[src/rtl/qea_host_sequencer.sv]
`default_nettype none
// ----------------------------------------------------------------------------
// qea_host_sequencer: loads ctx/state RAMs, starts one QEA run, streams result. Rev 1.0
// ----------------------------------------------------------------------------
module qea_host_sequencer #(
    parameter int                        PE_NUM_WIDTH            = 2,
    parameter int                        PE_NUM                  = 4,
    parameter int                        STATE_DATA_WIDTH        = 64,
    parameter int                        STATE_ADDR_WIDTH        = 16,
    parameter int                        GATE_CONTEXT_DATA_WIDTH = 64,
    parameter int                        GATE_CONTEXT_ADDR_WIDTH = 16,
    parameter int                        MAX_QBIT_WIDTH          = 6,
    parameter logic [STATE_DATA_WIDTH-1:0] AMP_ONE               = 64'h40000000_00000000,
    parameter int                        RD_LATENCY              = 1,
    parameter int                        TIMEOUT_WIDTH           = 32
) (
    input  logic                                   clk,
    input  logic                                   rst,
    input  logic                                   i_run,
    input  logic                                   i_abort,
    input  logic [MAX_QBIT_WIDTH-1:0]              i_qbit_num,
    input  logic [GATE_CONTEXT_ADDR_WIDTH-1:0]     i_ins_num,
    input  logic [TIMEOUT_WIDTH-1:0]               i_timeout,
    input  logic                                   i_ctx_valid,
    output logic                                   o_ctx_ready,
    input  logic [GATE_CONTEXT_DATA_WIDTH-1:0]     i_ctx_data,
    output logic                                   o_qea_start,
    output logic [MAX_QBIT_WIDTH-1:0]              o_qbit_num,
    output logic                                   o_ctx_en,
    output logic                                   o_ctx_wea,
    output logic [GATE_CONTEXT_ADDR_WIDTH-1:0]     o_ctx_addr,
    output logic [GATE_CONTEXT_DATA_WIDTH-1:0]     o_ctx_data,
    output logic                                   o_state_ena,
    output logic                                   o_state_wea,
    output logic [STATE_ADDR_WIDTH-1:0]            o_state_addra,
    output logic [PE_NUM*STATE_DATA_WIDTH-1:0]     o_state_dina,
    input  logic                                   i_qea_complete,
    input  logic [PE_NUM*STATE_DATA_WIDTH-1:0]     i_state_dout,
    output logic                                   o_res_valid,
    output logic [STATE_ADDR_WIDTH-1:0]            o_res_addr,
    output logic [PE_NUM*STATE_DATA_WIDTH-1:0]     o_res_data,
    output logic                                   o_busy,
    output logic                                   o_done,
    output logic                                   o_error,
    output logic [TIMEOUT_WIDTH-1:0]               o_cycles
);

    localparam int CW = STATE_ADDR_WIDTH + 1;
    localparam int WW = PE_NUM * STATE_DATA_WIDTH;
    localparam logic [MAX_QBIT_WIDTH-1:0] QBIT_MIN = MAX_QBIT_WIDTH'(PE_NUM_WIDTH);
    localparam logic [MAX_QBIT_WIDTH-1:0] QBIT_MAX = MAX_QBIT_WIDTH'(STATE_ADDR_WIDTH + PE_NUM_WIDTH);
    localparam logic [WW-1:0] INIT_WORD = {AMP_ONE, {(WW-STATE_DATA_WIDTH){1'b0}}};
    localparam logic [CW-1:0] DRAIN_LAST = CW'(RD_LATENCY - 1);

    typedef enum logic [2:0] {
        S_IDLE       = 3'd0,
        S_LOAD_CTX   = 3'd1,
        S_LOAD_STATE = 3'd2,
        S_START      = 3'd3,
        S_WAIT       = 3'd4,
        S_READ       = 3'd5,
        S_DRAIN      = 3'd6
    } state_e;

    state_e                               state_q, state_d;
    logic [MAX_QBIT_WIDTH-1:0]            qbit_q, qbit_d;
    logic [GATE_CONTEXT_ADDR_WIDTH-1:0]   ins_q, ins_d;
    logic [TIMEOUT_WIDTH-1:0]             timeout_q, timeout_d;
    logic [CW-1:0]                        n_last_q, n_last_d;
    logic [CW-1:0]                        cnt_q, cnt_d;
    logic [GATE_CONTEXT_ADDR_WIDTH-1:0]   ctx_cnt_q, ctx_cnt_d;
    logic                                 ctx_ready_q, ctx_ready_d;
    logic                                 ctx_en_q, ctx_en_d;
    logic [GATE_CONTEXT_ADDR_WIDTH-1:0]   ctx_addr_q, ctx_addr_d;
    logic [GATE_CONTEXT_DATA_WIDTH-1:0]   ctx_data_q, ctx_data_d;
    logic                                 start_q, start_d;
    logic                                 st_ena_q, st_ena_d;
    logic                                 st_wea_q, st_wea_d;
    logic [STATE_ADDR_WIDTH-1:0]          st_addr_q, st_addr_d;
    logic [WW-1:0]                        st_din_q, st_din_d;
    logic                                 busy_q, busy_d;
    logic                                 done_q, done_d;
    logic                                 error_q, error_d;
    logic [TIMEOUT_WIDTH-1:0]             cycles_q, cycles_d;

    logic                                 w_qbit_legal;
    logic [CW-1:0]                        w_n_last;
    logic [TIMEOUT_WIDTH-1:0]             w_cycles_inc;

    logic [RD_LATENCY-1:0]                res_vld_q;
    logic [STATE_ADDR_WIDTH-1:0]          res_addr_q [RD_LATENCY];

    assign w_qbit_legal = (i_qbit_num >= QBIT_MIN) && (i_qbit_num <= QBIT_MAX);
    assign w_n_last     = (CW'(1) << (i_qbit_num - QBIT_MIN)) - CW'(1);
    assign w_cycles_inc = (&cycles_q) ? cycles_q : cycles_q + 1'b1;

    always_comb begin
        state_d     = state_q;
        qbit_d      = qbit_q;
        ins_d       = ins_q;
        timeout_d   = timeout_q;
        n_last_d    = n_last_q;
        cnt_d       = cnt_q;
        ctx_cnt_d   = ctx_cnt_q;
        ctx_en_d    = 1'b0;
        ctx_addr_d  = ctx_addr_q;
        ctx_data_d  = ctx_data_q;
        start_d     = 1'b0;
        st_ena_d    = 1'b0;
        st_wea_d    = 1'b0;
        st_addr_d   = st_addr_q;
        st_din_d    = st_din_q;
        done_d      = 1'b0;
        error_d     = error_q;
        cycles_d    = cycles_q;

        case (state_q)
            S_IDLE: begin
                if (i_run && !i_abort) begin
                    qbit_d    = i_qbit_num;
                    ins_d     = i_ins_num;
                    timeout_d = i_timeout;
                    n_last_d  = w_n_last;
                    cnt_d     = '0;
                    ctx_cnt_d = '0;
                    cycles_d  = '0;
                    error_d   = 1'b0;
                    if (!w_qbit_legal) begin
                        error_d = 1'b1;
                        done_d  = 1'b1;
                    end else if (i_ins_num == '0) begin
                        state_d = S_LOAD_STATE;
                    end else begin
                        state_d = S_LOAD_CTX;
                    end
                end
            end
            S_LOAD_CTX: begin
                if (i_ctx_valid && ctx_ready_q) begin
                    ctx_en_d   = 1'b1;
                    ctx_addr_d = ctx_cnt_q;
                    ctx_data_d = i_ctx_data;
                    ctx_cnt_d  = ctx_cnt_q + 1'b1;
                    if (ctx_cnt_q == ins_q - 1'b1) begin
                        state_d = S_LOAD_STATE;
                    end
                end
            end
            S_LOAD_STATE: begin
                st_ena_d  = 1'b1;
                st_wea_d  = 1'b1;
                st_addr_d = cnt_q[STATE_ADDR_WIDTH-1:0];
                st_din_d  = (cnt_q == '0) ? INIT_WORD : '0;
                if (cnt_q == n_last_q) begin
                    cnt_d    = '0;
                    state_d  = S_START;
                    start_d  = 1'b1;
                    cycles_d = TIMEOUT_WIDTH'(1);
                end else begin
                    cnt_d = cnt_q + 1'b1;
                end
            end
            S_START: begin
                // completion is deliberately not looked at in the start-pulse cycle
                state_d  = S_WAIT;
                cycles_d = w_cycles_inc;
            end
            S_WAIT: begin
                if (i_qea_complete) begin
                    state_d = S_READ;
                end else if ((timeout_q != '0) && (cycles_q >= timeout_q)) begin
                    error_d = 1'b1;
                    done_d  = 1'b1;
                    state_d = S_IDLE;
                end else begin
                    cycles_d = w_cycles_inc;
                end
            end
            S_READ: begin
                st_ena_d  = 1'b1;
                st_addr_d = cnt_q[STATE_ADDR_WIDTH-1:0];
                if (cnt_q == n_last_q) begin
                    cnt_d   = '0;
                    state_d = S_DRAIN;
                end else begin
                    cnt_d = cnt_q + 1'b1;
                end
            end
            S_DRAIN: begin
                // done lines up with the last result leaving the read pipeline
                if (cnt_q == DRAIN_LAST) begin
                    done_d  = 1'b1;
                    state_d = S_IDLE;
                end else begin
                    cnt_d = cnt_q + 1'b1;
                end
            end
            default: state_d = S_IDLE;
        endcase

        if (i_abort) begin
            state_d  = S_IDLE;
            ctx_en_d = 1'b0;
            start_d  = 1'b0;
            st_ena_d = 1'b0;
            st_wea_d = 1'b0;
            done_d   = 1'b0;
            error_d  = error_q;
        end

        ctx_ready_d = (state_d == S_LOAD_CTX);
        busy_d      = (state_d != S_IDLE);
    end

    always_ff @(posedge clk) begin
        if (rst) begin
            state_q     <= S_IDLE;
            qbit_q      <= '0;
            ins_q       <= '0;
            timeout_q   <= '0;
            n_last_q    <= '0;
            cnt_q       <= '0;
            ctx_cnt_q   <= '0;
            ctx_ready_q <= 1'b0;
            ctx_en_q    <= 1'b0;
            ctx_addr_q  <= '0;
            ctx_data_q  <= '0;
            start_q     <= 1'b0;
            st_ena_q    <= 1'b0;
            st_wea_q    <= 1'b0;
            st_addr_q   <= '0;
            st_din_q    <= '0;
            busy_q      <= 1'b0;
            done_q      <= 1'b0;
            error_q     <= 1'b0;
            cycles_q    <= '0;
        end else begin
            state_q     <= state_d;
            qbit_q      <= qbit_d;
            ins_q       <= ins_d;
            timeout_q   <= timeout_d;
            n_last_q    <= n_last_d;
            cnt_q       <= cnt_d;
            ctx_cnt_q   <= ctx_cnt_d;
            ctx_ready_q <= ctx_ready_d;
            ctx_en_q    <= ctx_en_d;
            ctx_addr_q  <= ctx_addr_d;
            ctx_data_q  <= ctx_data_d;
            start_q     <= start_d;
            st_ena_q    <= st_ena_d;
            st_wea_q    <= st_wea_d;
            st_addr_q   <= st_addr_d;
            st_din_q    <= st_din_d;
            busy_q      <= busy_d;
            done_q      <= done_d;
            error_q     <= error_d;
            cycles_q    <= cycles_d;
        end
    end

    // read-issue tracker: valid/addr follow each read address by RD_LATENCY cycles
    always_ff @(posedge clk) begin
        if (rst || i_abort) begin
            res_vld_q <= '0;
            for (int i = 0; i < RD_LATENCY; i++) begin
                res_addr_q[i] <= '0;
            end
        end else begin
            res_vld_q[0]  <= st_ena_q & ~st_wea_q;
            res_addr_q[0] <= st_addr_q;
            for (int i = 1; i < RD_LATENCY; i++) begin
                res_vld_q[i]  <= res_vld_q[i-1];
                res_addr_q[i] <= res_addr_q[i-1];
            end
        end
    end

    assign o_ctx_ready   = ctx_ready_q;
    assign o_qea_start   = start_q;
    assign o_qbit_num    = qbit_q;
    assign o_ctx_en      = ctx_en_q;
    assign o_ctx_wea     = ctx_en_q;
    assign o_ctx_addr    = ctx_addr_q;
    assign o_ctx_data    = ctx_data_q;
    assign o_state_ena   = st_ena_q;
    assign o_state_wea   = st_wea_q;
    assign o_state_addra = st_addr_q;
    assign o_state_dina  = st_din_q;
    assign o_res_valid   = res_vld_q[RD_LATENCY-1];
    assign o_res_addr    = res_addr_q[RD_LATENCY-1];
    // RAM output is already registered; gating keeps it at zero outside valid beats
    assign o_res_data    = res_vld_q[RD_LATENCY-1] ? i_state_dout : '0;
    assign o_busy        = busy_q;
    assign o_done        = done_q;
    assign o_error       = error_q;
    assign o_cycles      = cycles_q;

endmodule
`default_nettype wire
[config.mk]
export PLATFORM = sky130hd
export DESIGN_NAME = qea_host_sequencer
export DESIGN_NICKNAME = d
export VERILOG_FILES = /design/src/rtl/qea_host_sequencer.sv
export SDC_FILE = /design/constraint.sdc
export NUM_CORES = 1
export LEC_CHECK = 0
export BUFFER_PORTS_ARGS = -buffer_cell sky130_fd_sc_hd__buf_2
export CAP_MARGIN = 10
export CELL_PAD_IN_SITES_DETAIL_PLACEMENT = 1
export CELL_PAD_IN_SITES_GLOBAL_PLACEMENT = 2
export CORE_AREA = 10 10 406 408
export CTS_CLUSTER_SIZE = 16
export DETAILED_ROUTE_END_ITERATION = 8
export DIE_AREA = 0 0 416 418
export MAX_ROUTING_LAYER = met4
export PLACE_DENSITY_LB_ADDON = 0.25
export SLEW_MARGIN = 20
export SYNTH_ARGS = -nofsm -noshare
export SYNTH_HDL_FRONTEND = slang
export SYNTH_SLANG_ARGS = --single-unit
[constraint.sdc]
create_clock -name clk -period 8.6 [get_ports clk]
set_clock_uncertainty 0.1 [all_clocks]
set_input_delay 1.72 -clock clk [delete_from_list [all_inputs] [get_ports clk]]
set_output_delay 1.72 -clock clk [all_outputs]
set_load 0.01 [all_outputs]
======== Word level (Yosys, flattened, before mapping) ========
Memory sizes are Yosys's and may differ from the RTL's.
Index checks and enable logic that the tools add are counted.
W data, S select, Z words.
operators by class
  $add $sub $neg .......................... 6
  magnitude comparators ................... 3
  equal/unequal tests ..................... 16
  shifts and indexed selects .............. 1
  mux-type cells .......................... 46
  bitwise logic cells ..................... 5
  reduce and logical (&&, ||, !) cells .... 27
operators with widths
  kind                     number
  $mux W256                1
  $mux W255                1
  $mux W32                 5
  $pmux W32 S4             1
  $mux W17                 3
  $pmux W17 S3             1
  $mux W16                 3
  $add A32 B1 Y32 const B  1
  $ge A32 B32 Y1           1
  $pmux W16 S2             1
  $reduce_and A32 Y1       1
  $reduce_bool A32 Y1      1
  $mux W3                  10
  $pmux W3 S7              1
  $add A17 B1 Y17 const B  1
  $eq A17 B17 Y1           1
  $logic_not A17 Y1        1
  $shl A1 B6 Y17 const A   1
  $sub A17 B2 Y17 const B  1
  $add A16 B1 Y16 const B  1
  $eq A16 B16 Y1           1
  $logic_not A16 Y1        1
  $mux W1                  16
  $reduce_or A16 Y1        1
  other kinds (25)         48
word-level totals
  flip-flop bits (word level) ............. 500
  bits in writable memories ............... 16
  output and inout bits ................... 672
  memories kept ........................... 1
memory list
  memory      words  bits a word  rd ports  clocked after Yosys merged registers in  write ports  RTL line  text
  res_addr_q  1      16           1         0                                        1            91        logic [STATE_ADDR_WIDTH-1:0] res_addr_q [RD_LATENCY];

======== Depth between registers and ports, before layout ========
Gate-level depths: netlist of run 1.
  depth in word-level cells ............... 7
  depth in mapped cells ................... 15
  depth with buffers taken out ............ 12

======== Worst setup path after synthesis of run 1 ========
No wires, ideal clock.
  path type ............................... input to register
  start point ............................. input i_qbit_num[2]
  end point ............................... register n_last_q[14]
  setup time .............................. 0.132 ns
  arrival time ............................ 4.219 ns
  setup slack ............................. 4.149 ns
  stages on the path ...................... 13
  path buffers ............................ 3
  path through ............................ clkbuf_1 inv_1 ha_1 o41ai_1 nor2b_1 clkbuf_1 nand4_1 ha_1 clkbuf_1 o21ai_1 mux2i_1 a211oi_1 nor3_1
between the ends
  cells in the longest elaborated chain, start to end .. 3
RTL lines
  element               RTL line  text
  start, declared       21        input logic [MAX_QBIT_WIDTH-1:0] i_qbit_num,
  $sub A6 B2 Y6         94        assign w_n_last = (CW'(1) << (i_qbit_num - QBIT_MIN)) - CW'(1);
  $shl A1 B6 Y17        94
  $sub A17 B2 Y17       94
  end signal, assigned  242       n_last_q <= n_last_d;
  end, declared         69        logic [CW-1:0] n_last_q, n_last_d;
Every way passes these cells.
A chain may end at the register's enable or synchronous reset.

======== Worst setup path after layout of run 1 ========
  start point ............................. input i_qbit_num[1]
  end point ............................... register n_last_q[14]
The elaborated chain is that of the path after synthesis.

==> results of run 1 <==
[cell type report]
type,count,area (µm²),area share
Tap cell,2072,2590,0.116
Inverter,47,176,0.00789
Sequential cell,261,5230,0.234
Clock inverter,9,105,0.00470
Multi-Input combinational cell,1640,8800,0.394
Timing Repair Buffer,807,4090,0.183
Clock buffer,59,1150,0.0515
Antenna cell,83,208,0.00929
[per-layer routing]
layer / routed length (µm) / GRT usage / vias to the layer above / share of wire
li1: - / - / 7879 / -
met1: 36200 / 0.108 / 7737 / 0.31
met2: 66400 / 0.257 / 628 / 0.58
met3: 7360 / 0.0367 / 180 / 0.064
met4: 5380 / 0.0529 / 0 / 0.047
met5: 0 / - / - / 0
[per-stage QoR]
step / util / area (µm²) / power, mW / hold slack [ps] / worst slack [ps]
after global placement: 0.133 / 20900 / 1.62 / 340 / 3410
after global routing: 0.142 / 22300 / 3.40 / 365 / 3590
after floorplan: - / 16600 / 1.53 / 345 / 4150
final: 0.142 / 22300 / 3.22 / 350 / 3920
after detailed placement: 0.133 / 20900 / 1.62 / 343 / 3340
after CTS: 0.141 / 22100 / 3.32 / 351 / 3970
[report_power, final]
part / internal, mW / switching, mW / total [mW]
Sequential: 1.23 / 0.0213 / 1.25
Combinational: 0.116 / 0.228 / 0.344
Clock: 0.979 / 0.647 / 1.63
[how the worst max path moves through the flow]
stage,cells after the start,slack (ps),startpoint,to
3_5_place_dp,11,3340,i_qbit_num[1],n_last_q[14]$_SDFFE_PP0P_
3_3_place_gp,11,3410,i_qbit_num[1],n_last_q[14]$_SDFFE_PP0P_
6_report,12,3920,i_qbit_num[1],n_last_q[14]$_SDFFE_PP0P_
2_1_floorplan,13,4150,i_qbit_num[2],n_last_q[14]$_SDFFE_PP0P_
4_1_cts,11,3970,i_qbit_num[1],n_last_q[14]$_SDFFE_PP0P_
5_1_grt,12,3590,i_qbit_num[1],n_last_q[14]$_SDFFE_PP0P_
[worst max-delay path, stage by stage]
cell and delay (ps):
buf_2 250, inv_1 150, ha_1 290, o41ai_1 670, nor2b_1 520, nand4_1 160
ha_1 340, o21ai_1 370, nand2_1 140, mux2i_1 150, a211oi_1 90, nor3_1 190
[cell usage after synthesis, drive strengths merged, types with 2 or more instances]
cell,n,share of area
dfxtp,261,0.33
inv,47,0.011
a31oi,7,0.0028
o211ai,15,0.0072
a2111oi,3,0.0018
buf,266,0.13
nor3b,3,0.0014
a21o,2,0.00096
a21oi,208,0.067
nand3b,2,0.00096
a22oi,3,0.0014
xnor2,35,0.020
a211o,2,0.0011
and4b,2,0.0013
xor2,33,0.018
nor3,21,0.0070
and2,282,0.11
nand2,377,0.091
a311oi,3,0.0017
o21a,7,0.0034
clkbuf,117,0.028
and3,11,0.0044
and4,8,0.0045
or3b,4,0.0022
o21ai,29,0.0095
or4,27,0.013
nor4b,2,0.0011
nand3,31,0.0099
mux2i,3,0.0019
or3,12,0.0048
ha,40,0.032
o221ai,2,0.0011
nor2b,6,0.0024
nor2,98,0.024
a211oi,13,0.0062
o21bai,3,0.0017
nand2b,11,0.0044
or2,3,0.0012
o31ai,15,0.0072
nor4,21,0.0094
nand4,27,0.011
[layout by cell type, fill, tap and decap left out, drive strengths merged, types with 48 or more instances in the layout]
cell type | synthesis | routed
conb | 1 | 255
and2 | 282 | 282
nor2 | 98 | 98
a21oi | 208 | 208
dfxtp | 261 | 261
nand2 | 377 | 377
buf | 266 | 807
clkbuf | 117 | 59
diode | 0 | 83
inv | 47 | 48
[sequential cells by signal (all words and copies together) (netlist names), 17 cells and up]
register    cells
cnt_q          17
timeout_q      32
n_last_q       17
o_ctx_data     64
o_cycles       32
[kinds of logic after synthesis]
group / count (synthesis) / share of synthesized area
AOI/OAI and AO/OA: 322 / 0.119
xor gates and xnor gates: 68 / 0.0381
adders and majority gates: 40 / 0.0320
buffers and inverters: 430 / 0.166
DFF: 261 / 0.334
muxes: 3 / 0.00192
other: 1 / 0.000240
and+or+nand+nor: 952 / 0.309
==> metrics.md, run 1 <==
| Metric | Value |
|---|---|
| Worst hold start | `o_ctx_data[58]$_SDFFE_PP0P_` |
| 1st-iter DRT viols | `~740` |
| Final GP Congestion | `between 1 and 1.5` |
| Die height | `approximately 420 µm` |
| Share of cells above drive strength 1 | `0.313` |
| GRT Total Usage | `0.128` |
| FMAX | `around 210 MHz` |
| Async SR Flop Fraction | `0` |
| Critical path type | `in -> reg` |
| HPWL reported at the end of detailed placement | `between 90 and 100 mm` |
| Top Ports | `between 1000 and 1500` |
| Gr ovfl total | `0` |
| Worst skew pair latency | `around 570 ps` |
| Area Growth Syn to Fin | `43.0%` |
| Vias in the first global route | `16900` |
| Worst EP arrival | `slightly above 5000 ps` |
| TritonCTS Buffers | `39` |
| Fin crit share | `0.544` |
| TNS Setup | `0 ps` |
| Antenna-violating nets left | `0` |
| Worst hold-check path type | `reg -> reg` |
| Critical path fanouts, max | `14` |
| Yosys cell types | `69` |
| Hold_buf cts | `0` |
| CORE AREA | `roughly 160000 µm²` |
| Worst Tran Pin Value | `approximately 1100 ps` |
| Setup crit start kind | `input port` |
| Pre-antenna DRT Iters | `4` |
| End of the worst hold path | `o_ctx_data[58]$_SDFFE_PP0P_` |
| Post-synth top flop | `dfxtp_1` |
| Post_cts resized | `0` |
| Rows | `about 150` |
| Worst ir drop on vdd | `approximately 0.11 mV` |
| Clk sinks | `about 260` |
| WL final | `about 120 mm` |
| H-tree depth | `2` |
| Total Nets Final | `about 3200` |
| Mapped Cells | `about 2100` |
| Unrepaired setup endpoints after global routing | `false` |
| R2R Path End | `o_cycles[18]$_SDFFE_PP0P_` |
| Wire per inst | `23.2 µm` |
| Starting Density | `0.0995` |
| Register area share after synthesis | `0.334` |
| Pwr dens | `between 100 and 150 nW/µm²` |
| Die Area | `174000 µm²` |
| Initial antenna violation count | `between 50 and 60` |
| Post-synth EDFFs | `0` |
| Hold depth | `2` |
| CTS tree | `yes` |
| Flops & latches, synth | `between 200 and 300` |
| Max clock buf depth | `3` |
| Status | `finished clean` |
| Clock transition at the registers of the reported paths | `50 ps` |
| CP endpoint kind | `flip-flop` |
| Setup Buffers After CTS | `0` |
| Die Wd | `between 400 and 500 µm` |
| Fin. Hold Viols | `0` |
| Placed Cells | `a little under 5000` |
| Final min period | `4680 ps` |
| Post-route DRC | `0` |
| First-pass GRT wire length | `152 mm` |
| Leakage | `between 10 and 15 nW` |
| Final Non-Filler Cells | `between 4000 and 5000` |
| Worst reg-to-reg setup slack | `between 4000 and 5000 ps` |
| Synthesized cell area | `~16000 µm²` |
| Pins Over Slew Limit | `0` |
| Max Cap Viol | `0` |
| Total number of vias | `approximately 16000` |
| Clock Tree Root | `clkbuf_16` |
| Final setup viols | `0` |
| Slew headroom | `0.254` |
| Worst r2r src | `o_cycles[0]$_SDFFE_PP0P_` |
| Via-to-Cell Ratio | `roughly 3.3` |
| Fillers | `19200` |
| Worst EP required | `about 9000 ps` |
| Synth Warn # | `0` |
| Mean post-synth cell area | `approximately 7.5 µm²` |
| IO buf count | `between 700 and 800` |
| Largest net degree at the start of global routing | `215` |
| Worst Reg2Reg Path Length in Cells | `10` |
Power figures use the tool's default switching activity.
==> run 2, diff against run 1 <==
--- a/config.mk
+++ b/config.mk
@@ -5,14 +5,15 @@
 export SDC_FILE = /design/constraint.sdc
 export NUM_CORES = 1
 export LEC_CHECK = 0
+export ABC_AREA = 1
 export BUFFER_PORTS_ARGS = -buffer_cell sky130_fd_sc_hd__buf_2
 export CAP_MARGIN = 10
 export CELL_PAD_IN_SITES_DETAIL_PLACEMENT = 1
 export CELL_PAD_IN_SITES_GLOBAL_PLACEMENT = 2
-export CORE_AREA = 10 10 406 408
+export CORE_AREA = 10 10 405 407
 export CTS_CLUSTER_SIZE = 16
 export DETAILED_ROUTE_END_ITERATION = 8
-export DIE_AREA = 0 0 416 418
+export DIE_AREA = 0 0 415 417
 export MAX_ROUTING_LAYER = met4
 export PLACE_DENSITY_LB_ADDON = 0.25
 export SLEW_MARGIN = 20
==> constraint.sdc (replaced) <==
create_clock -name clk -period 4.4 [get_ports clk]
set_clock_uncertainty 0.1 [all_clocks]
set_input_delay 0.88 -clock clk [delete_from_list [all_inputs] [get_ports clk]]
set_output_delay 0.88 -clock clk [all_outputs]
set_load 0.01 [all_outputs]
==> run 2 against run 1 <==
Effect of this change:
- area after synthesis up 8.5%
- non-clock buffer count rose by 31
- critical path depth shrank 8
- first-iteration DRC count fell by 17%
- sequential power is 97% higher
- global-route usage shrank 0.48 points
- wire length fell by 4.9%
- critical endpoint is now o_res_data[40]
- largest cell class unchanged
- highest routed layer unchanged
==> metrics.md, run 2 <==
| Metric | Value |
|---|---|
| Status | `finished clean` |
| First-pass GRT wire length | `between 150 and 200 mm` |
| Fin. Hold Viols | `0` |
| Synth Warn # | `0` |
| Worst path slowest cell | `dfxtp_4` |
| Gr ovfl total | `0` |
| Leakage | `~13 nW` |
| Clock transition at the registers of the reported paths | `~60 ps` |
| Critical path fanouts, max | `66` |
| Critical path type | `reg -> out` |
| Commonest non-fill, non-tap cell in the layout | `buf_2` |
| Final GP Congestion | `around 0.83` |
| Worst skew pair latency | `between 500 and 600 ps` |
| Starting Density | `0.109` |
| Pins Over Slew Limit | `0` |
| Largest net degree at the start of global routing | `85` |
| Fillers | `19400` |
| Hold depth | `2` |
| Slew headroom | `0.447` |
| Synthesized cell area | `around 17000 µm²` |
| Multi-input logic area | `roughly 8600 µm²` |
| Ranking of synthesized cells by area | `dfxtp_1, nand2_1, buf_4` |
| IO buf count | `796` |
| Area Growth Syn to Fin | `39.5%` |
| FF/Latch Area | `5230 µm²` |
| 1st-iter DRT viols | `~600` |
| Max FFs per register | `64` |
| Setup crit start kind | `flip-flop` |
| Final Power | `between 6 and 7 mW` |
| FMAX | `between 300 and 400 MHz` |
| Final Non-Filler Cells | `approximately 5500` |
| Unrepaired setup endpoints after global routing | `false` |
| Yosys cell types | `between 40 and 50` |
| CORE AREA | `around 160000 µm²` |
| Crit-path max cell delay | `800 ps` |
| Clk sinks | `roughly 260` |
| Register area share after synthesis | `0.308` |
| Worst ir drop on vdd | `0.214 mV` |
| Wire per inst | `19.8 µm` |
| Yosys top cell by area | `dfxtp_1` |
| Worst Reg2Reg Path Length in Cells | `11` |
| Synth top area share | `0.308` |
| Rows | `roughly 150` |
| Flops & latches, synth | `approximately 260` |
| Hold_buf cts | `0` |
| Post-synth top flop | `dfxtp_1` |
| Commonest cells after routing, fill and taps aside | `buf_2, nand2_1, inv_1, nor2_1, dfxtp_1` |
| Async SR Flop Fraction | `0` |
| R2R Path End | `o_cycles[18]$_SDFFE_PP0P_` |
| Worst Tran Pin Value | `between 800 and 900 ps` |
| End of the worst hold path | `res_addr_q[0][8]$_SDFF_PP0_` |
| Final setup viols | `0` |
| H-tree depth | `2` |
| Final Util | `0.152` |
| HPWL reported at the end of detailed placement | `a little over 90 mm` |
| Max Cap Viol | `0` |
| Top cells by count, synth | `nand2_1, inv_1, nor2_1` |
| Die height | `417 µm` |
| Fin crit share | `0.733` |
| Total Nets Final | `approximately 3900` |
| Worst EP arrival | `between 2000 and 2500 ps` |
| Via-to-Cell Ratio | `around 3.4` |
| Antenna-violating nets left | `0` |
| Worst reg-to-reg setup slack | `around 1300 ps` |
| Share of cells above drive strength 1 | `0.264` |
| Top Ports | `around 1100` |
| Die Wd | `between 400 and 500 µm` |
| WL final | `between 100 and 150 mm` |
| Placed Cells | `~5500` |
| Pwr dens | `around 260 nW/µm²` |
| Post_cts resized | `0` |
| Total number of vias | `~19000` |
| Placement Setup Slack | `~800 ps` |
| Final min period | `between 3000 and 4000 ps` |
| Max clock buf depth | `3` |
| TritonCTS Buffers | `36` |
| Worst hold-check path type | `reg -> reg` |
| Die Area | `between 150000 and 200000 µm²` |
| Mean post-synth cell area | `~6.3 µm²` |
| Mapped Cells | `around 2700` |
| TNS Setup | `0 ps` |
| Initial antenna violation count | `36` |
| Worst EP required | `approximately 3400 ps` |
| Clock Tree Root | `clkbuf_16` |
| Vias in the first global route | `between 15000 and 20000` |
| Post-route DRC | `0` |
| Critical-path cell list | `buf_12 > nand2_1 > inv_1 > buf_2` |
| CTS tree | `yes` |
| Most common cell in the synthesized netlist | `nand2_1` |
| Setup ws final | `around 1200 ps` |
| Post-synth EDFFs | `0` |
| Setup Buffers After CTS | `0` |
| Pre-antenna DRT Iters | `4` |
| Worst r2r src | `o_cycles[27]$_SDFFE_PP0P_` |
| GRT Total Usage | `0.123` |
| CP endpoint kind | `output port` |
| Worst hold start | `o_state_addra[8]$_SDFFE_PP0P_` |
==> run 2: cell count changes after synthesis, moves of 20 or more <==
cell	change
a21oi_1	-47
and2_1	-280
clkbuf_1	-30
inv_1	+410
nand2_1	+187
nand3_1	+63
nor2_1	+245
nor3_1	+25
o21ai_0	+161
or4_1	-26
xnor2_1	-20
==> run 2: worst max-delay path: cells and delay by family, from the launching register on <==
family	cells	cell delay, ps
and+or+nand+nor	1	100
DFF	1	800
buffers and inverters	3	640
==> run 2: cell type report <==
| cell class | instances | share of cell area |
|---|---|---|
| inverter | 459 | 0.0730 |
| tap | 2058 | 0.109 |
| timing repair buffer | 838 | 0.183 |
| sequential | 261 | 0.221 |
| clock buffer | 53 | 0.0433 |
| antenna | 15 | 0.00159 |
| clock inverter | 9 | 0.00466 |
| multi-input combinational | 1856 | 0.364 |
==> run 2: through the flow <==
stage               cell area [µm²]  hold WS [ps]
floorplan                     17900           343
global placement              22500           348
detailed placement            22500           353
global route                  23600           382
CTS                           23600           360
finish                        23700           351
==> run 2: power breakdown <==
part | internal, mW | switching, mW | leakage (nW)
logic | 0.262 | 0.513 | 10.7
clock network | 1.73 | 1.21 | 0.559
registers | 2.42 | 0.0417 | 2.12
total | 4.41 | 1.76 | 13.4
==> run 2: logic make-up (layout without fill, tap and decap cells) <==
family / count (synthesis) / count (layout) / synth area share
AOI/OAI and AO/OA: 373 / 373 / 0.114
and+or+nand+nor: 1128 / 1128 / 0.276
other: 1 / 270 / 0.000221
DFF: 261 / 261 / 0.308
xor gates and xnor gates: 60 / 60 / 0.0310
adders and majority gates: 40 / 40 / 0.0295
buffers and inverters: 819 / 1359 / 0.241
==> run 2: routing by layer <==
metal	GRT usage	wire (µm)
met1	0.116	38700
met2	0.252	64100
met3	0.0220	4360
met4	0.0286	2510
met5	-	0
==> run 2: worst max path at each step <==
stage / end / startpoint / slack, ps / depth (start not counted)
2_1_floorplan: n_last_q[6]$_SDFFE_PP0P_ / i_qbit_num[1] / 1480 / 17
3_3_place_gp: n_last_q[14]$_SDFFE_PP0P_ / i_qbit_num[1] / 790 / 20
3_5_place_dp: n_last_q[6]$_SDFFE_PP0P_ / i_qbit_num[1] / 820 / 18
4_1_cts: o_res_data[139] / o_res_valid$_SDFF_PP0_ / 1040 / 4
5_1_grt: o_res_data[139] / o_res_valid$_SDFF_PP0_ / 930 / 4
6_report: o_res_data[40] / o_res_valid$_SDFF_PP0_ / 1170 / 4
